**src/rtl/pipe_ctrl.sv**
```systemverilog
// pipe_ctrl -- pipeline hazard / branch / memory-wait controller.
//
// Decides, every cycle, whether the five-stage pipeline runs, stalls for a
// data hazard, flushes for a taken branch, or freezes for a pending memory
// access. A memory access that waits MEM_TIMEOUT consecutive cycles moves
// the controller into a sticky ERR state that only rst leaves.
//
// Parameters:
//   MEM_TIMEOUT  consecutive memory-wait cycles before a fault (1..255)
//
// Optional feature macro:
//   PIPE_CTRL_PERF_CNT_EN  adds stall_cnt / flush_cnt performance counters
//
// Ports:
//   clk, rst                 clock, synchronous active-high reset
//   id_valid                 ID stage holds a real instruction
//   id_src1, id_src2         ID source registers
//   id_two_src               instruction also reads id_src2
//   exe_wb_en, exe_dest      EXE-stage writeback
//   mem_wb_en, mem_dest      MEM-stage writeback
//   exe_branch               taken branch resolved in EXE
//   mem_req, mem_ready       MEM access pending / memory done
//   if_freeze                hold PC and IF/ID
//   ifid_flush               clear IF/ID
//   idexe_flush              bubble into ID/EXE
//   pipe_freeze              hold every pipeline register
//   mem_err                  sticky memory-timeout fault
//   state                    FSM state: RUN=0, HAZ=1, MEMW=2, ERR=3
//   stall_cnt, flush_cnt     (macro only) cycles with if_freeze, branch flushes
//
// Handshake: mem_req/mem_ready is a level protocol -- a cycle with
// mem_req=1 and mem_ready=0 is a wait cycle; mem_ready=1 completes the
// access in that same cycle, with no wait counted for it.

module pipe_ctrl #(
    parameter int MEM_TIMEOUT = 15
) (
    input  logic        clk,
    input  logic        rst,
    input  logic        id_valid,
    input  logic [3:0]  id_src1,
    input  logic [3:0]  id_src2,
    input  logic        id_two_src,
    input  logic        exe_wb_en,
    input  logic [3:0]  exe_dest,
    input  logic        mem_wb_en,
    input  logic [3:0]  mem_dest,
    input  logic        exe_branch,
    input  logic        mem_req,
    input  logic        mem_ready,
    output logic        if_freeze,
    output logic        ifid_flush,
    output logic        idexe_flush,
    output logic        pipe_freeze,
    output logic        mem_err,
    output logic [1:0]  state
`ifdef PIPE_CTRL_PERF_CNT_EN
    ,
    output logic [15:0] stall_cnt,
    output logic [15:0] flush_cnt
`endif
);

    localparam logic [1:0] ST_RUN  = 2'd0;
    localparam logic [1:0] ST_HAZ  = 2'd1;
    localparam logic [1:0] ST_MEMW = 2'd2;
    localparam logic [1:0] ST_ERR  = 2'd3;

    // Counter value seen on the last tolerated wait cycle.
    localparam logic [7:0] WAIT_LIMIT = 8'(MEM_TIMEOUT - 1);

    logic [1:0] state_q;
    logic [1:0] state_n;
    logic [7:0] wait_cnt;
    logic       hazard;
    logic       mem_wait;

    assign state = state_q;

    assign mem_wait = mem_req & ~mem_ready;

    assign hazard = id_valid &
                    ((exe_wb_en & (exe_dest == id_src1)) |
                     (mem_wb_en & (mem_dest == id_src1)) |
                     (id_two_src &
                      ((exe_wb_en & (exe_dest == id_src2)) |
                       (mem_wb_en & (mem_dest == id_src2)))));

    // Priority: ERR, memory wait, branch, hazard. A branch squashes the
    // instruction in ID anyway, so a simultaneous hazard is moot.
    always_comb begin
        if_freeze   = 1'b0;
        ifid_flush  = 1'b0;
        idexe_flush = 1'b0;
        pipe_freeze = 1'b0;
        state_n     = ST_RUN;

        if (state_q == ST_ERR) begin
            if_freeze   = 1'b1;
            pipe_freeze = 1'b1;
            state_n     = ST_ERR;
        end else if (mem_wait) begin
            if_freeze   = 1'b1;
            pipe_freeze = 1'b1;
            state_n     = (wait_cnt == WAIT_LIMIT) ? ST_ERR : ST_MEMW;
        end else if (exe_branch) begin
            ifid_flush  = 1'b1;
            idexe_flush = 1'b1;
            state_n     = ST_RUN;
        end else if (hazard) begin
            if_freeze   = 1'b1;
            idexe_flush = 1'b1;
            state_n     = ST_HAZ;
        end

        // Controls are quiet while reset is asserted.
        if (rst) begin
            if_freeze   = 1'b0;
            ifid_flush  = 1'b0;
            idexe_flush = 1'b0;
            pipe_freeze = 1'b0;
        end
    end

    always_ff @(posedge clk) begin
        if (rst) begin
            state_q  <= ST_RUN;
            wait_cnt <= 8'd0;
            mem_err  <= 1'b0;
        end else begin
            state_q <= state_n;
            // ERR is terminal, so the fault flag simply follows it.
            mem_err <= (state_n == ST_ERR);
            if (mem_wait && state_q != ST_ERR) begin
                if (wait_cnt != 8'hFF) begin
                    wait_cnt <= wait_cnt + 8'd1;
                end
            end else begin
                wait_cnt <= 8'd0;
            end
        end
    end

`ifdef PIPE_CTRL_PERF_CNT_EN
    // Both counters wrap naturally at 16 bits.
    always_ff @(posedge clk) begin
        if (rst) begin
            stall_cnt <= 16'd0;
            flush_cnt <= 16'd0;
        end else begin
            stall_cnt <= stall_cnt + 16'(if_freeze);
            flush_cnt <= flush_cnt + 16'(ifid_flush);
        end
    end
`endif

endmodule

```
**config.mk**
```make
export PLATFORM = sky130hd
export DESIGN_NAME = pipe_ctrl
export DESIGN_NICKNAME = d
export VERILOG_FILES = /design/src/rtl/pipe_ctrl.sv
export SDC_FILE = /design/constraint.sdc
export NUM_CORES = 1
export LEC_CHECK = 0
export ABC_AREA = 1
export BUFFER_PORTS_ARGS = -buffer_cell sky130_fd_sc_hd__buf_2
export CAP_MARGIN = 20
export CORE_MARGIN = 2
export CORE_UTILIZATION = 43
export DETAILED_ROUTE_END_ITERATION = 10
export PLACE_DENSITY = 0.79
export RECOVER_POWER = 25
export SYNTH_ARGS = -nofsm -noshare
export SYNTH_HDL_FRONTEND = slang
export SYNTH_SLANG_ARGS = --single-unit
```
**constraint.sdc**
```tcl
create_clock -name clk -period 1.4 [get_ports clk]
set_clock_uncertainty 0.15 [all_clocks]
set_input_delay 0.07 -clock clk [delete_from_list [all_inputs] [get_ports clk]]
set_output_delay 0.07 -clock clk [all_outputs]
set_load 0.1 [all_outputs]
```
==> out/results.md <==
Outcome
- **result of the run** finished, violations left
- **violated checks** setup timing

Global routing
- **total global routing track utilization** 20.36%
- **gr ovfl total** 0
- **first-pass GRT wire length** 3.429 mm
- **initial antenna violation count** 0
- **largest net degree at the start of global routing** 9
- **number of global-route vias before repair** 905

Timing
- **minimum clock period** 1543 ps
- **number of pins with negative max-slew slack in the final report** 0
- **max-slew headroom at the worst pin** 67.94%
- **Worst Tran Pin Value** 484.2 ps
- **Setup WS post-layout** -142.7 ps
- **portion of the clock cycle consumed by the worst path in the final layout** 110.2%
- **Final setup violation count** 4
- **Max Clk Rate** 0.6482 GHz
- **count of endpoints failing hold in the final timing report** 0
- **unrepaired setup endpoints after global routing** true

Run
- **reported max-cap violation count** 0

Worst setup path
- **series of cell instances along the critical path** nand2_4 -> inv_2 -> nor2_2 -> buf_6 -> nor2_4 -> inv_4 -> nand2_8 -> buf_12
- **type of the worst setup path** reg -> out
- **Slowest cell on crit path** dfxtp_4
- **arrival time at the worst endpoint** 1320 ps
- **type of origin of the critical path** register
- **Crit path largest cell delay** 350 ps
- **CP Capture Type** output port
- **Required @ worst endpoint** 1180 ps
- **Buf+Inv Stages, Crit Path** 4
- **reg2reg setup slack** 40 ps
- **category of cells accounting for the largest share of critical-path delay** buffers and inverters
- **critical-path maximum fanout** 2

Route
- **post-route DRC violation count** 0
- **first-iteration detailed-routing DRC count** 25
- **detailed-router iteration count before antenna repair** 4
- **wire length per cell after detailed routing** 11.10 µm
- **aggregate routed wire length** 2.297 mm
- **vias post-DR** 984
- **antenna violation net count after detailed routing** 0
- **vias per cell** 4.754

Pwr
- **switching fraction of total power** 35.30%
- **part of the total power dissipated in sequential elements** 39.1%
- **Total Power Consumption** 0.0008206 W
- **clock group share of total power** 26.4%
- **leakage dissipation** 0.6374 nW
- **Pwr Density** 619.9 nW/µm²
- **combinational share of power** 34.5%
- **switching power** 0.0002897 W
- **maximum vdd drop** 332.8 µV
- **cell internal pwr** 0.0005309 W

Die
- **die area** 2322 µm²
- **CORE AREA** 1783 µm²
- **number of cell rows** 15
- **x dimension of the die** 48.19 µm
- **Die Y** 48.19 µm
- **initial core utilization** 47.09%
- **IO Count** 32

Placed design
- **number of buffers inserted by port buffering** 31
- **HPWL after DPL** 1.697 mm
- **area after detailed placement** 1162 µm²
- **Cell Count Post-Placement** 197
- **routability congestion estimate** 0.8539

Clock network
- **clock insertion delay at the later pin of the skew report** 260 ps
- **TritonCTS clock tree** yes
- **number of H-tree levels** 1
- **clock net sink count** 11
- **CTS buffer count** 3
- **maximum clock insertion buffer count** 2
- **clock-pin slew of the registers on the worst-case setup and hold paths** 70 ps
- **CTS Root Buffer Type** clkbuf_4

Finish
- **area of all placed cells without fillers** 1324 µm²
- **most frequent standard cell in the layout excluding fill and tap cells** nand2_1
- **most frequent cells in the layout** nand2_1 (33), buf_2 (27), inv_1 (22), nor2_1 (18)
- **ANT cells** 0
- **fraction of final layout cells sized beyond drive strength 1** 41.76%
- **final non-filler cell total** 207
- **synthesis-to-layout area growth** 57.68%
- **Net count, final** 210

Logic synthesis
- **fraction of the yosys area taken by sequential cells** 26.23%
- **Distinct cells, synth** 22
- **number of instances in the synthesized netlist** 138
- **area share of the largest cell type after synthesis** 26.23%
- **dominant cells by area after synthesis** dfxtp_1 (26%), nand2_1 (16%), inv_1 (11%)
- **Syn Area/Cell** 6.084 µm²
- **synthesized net count** 165
- **Post-Syn Area** 839.6 µm²
- **largest area contributor in the netlist** dfxtp_1
- **synthesized flop and latch total** 11
- **number of warning messages in the yosys log** 0

Hold path
- **type of the tightest min-delay check** in -> reg

synthesized netlist by cell type:
library cell and count:
a211oi_1 2, a21oi_1 2, a21oi_2 2, a31oi_1 3
a41oi_1 1, dfxtp_1 11, ha_1 2, inv_1 24
inv_2 2, nand2_1 36, nand2_2 2, nand3_1 4
nand3_2 3, nand3_4 1, nor2_1 24, nor2_2 2
nor2_4 1, nor3_1 2, nor4_1 2, o21ai_0 7
o21ai_1 1, xnor2_1 4
worst paths after layout:
kind                from  cells after the start           to
max             state[1]                      8    if_freeze
min             id_valid                      3     state[0]
max reg2reg  wait_cnt[1]                      5  wait_cnt[5]
min reg2reg  wait_cnt[6]                      1  wait_cnt[6]
stage by stage:
step	setup slack (ps)	hold slack, ps	TNS [ps]	util (%)
2_1_floorplan	-378.8	-17.30	-1573	-
6_report	-142.7	33.21	-400.1	74.25
5_1_grt	-208.1	45.77	-825.5	74.25
3_5_place_dp	-6.320	177.7	-6.320	65.19
3_3_place_gp	73.90	174.9	0	65.19
4_1_cts	-135.1	15.03	-395.7	69.33
kinds of logic after synthesis:
kind of cell	count (synthesis)	synth area share, %
compound gates	18	13.11
xor+xnor	4	4.172
fa+ha+maj	2	2.980
buf+inv	26	11.63
flops	11	26.23
simple gates	77	41.88
area by class of cell:
type                       instances  area [µm²]
clock buffer                       4       26.28
fill                             123       459.2
inverter                          26       105.1
multi-input combinational        101       639.4
sequential                        11       232.7
tap                               25       31.28
timing repair buffer              40       289.0
power by group through the flow:
stage	Clock, W	Sequential [W]	Combinational, W
finish	0.000217	0.000321	0.000283
global route	0.000242	0.000322	0.000309
CTS	0.000221	0.000319	0.000275
detailed placement	0	0.000327	0.000268
global placement	0	0.000326	0.000262
floorplan	0	0.000357	0.000139
worst reg2reg max path: stages (launching register included):
cell and delay (ps):
dfxtp_2 360, buf_4 130, nand3_2 150, nor2_4 150
a31oi_1 110, nor3_1 220
repair_timing:
| action | in CTS | in global routing |
|---|---|---|
| resized for setup | 4 | 18 |
| setup buffers | 3 | 2 |
| pin swaps | 1 | 3 |
| cloned | 0 | 0 |
| hold buffers | 1 | 0 |
| hold endpoints to repair | 1 | 0 |
| endpoints found under the setup margin | 6 | 12 |
sequential cells by signal, summed over array words and instances (netlist names):
register and flops:
mem_err 1, state 2, wait_cnt 8
layer usage:
metal / track usage (%) / part of all wire, % / vias to the layer above
met4: 8.649 / 0 / 0
met5: 0 / 0 / -
met3: 2.593 / 5.1 / 0
li1: - / - / 523
met1: 24.39 / 42 / 426
met2: 36.05 / 53 / 35
Power figures use the tool's default switching activity.
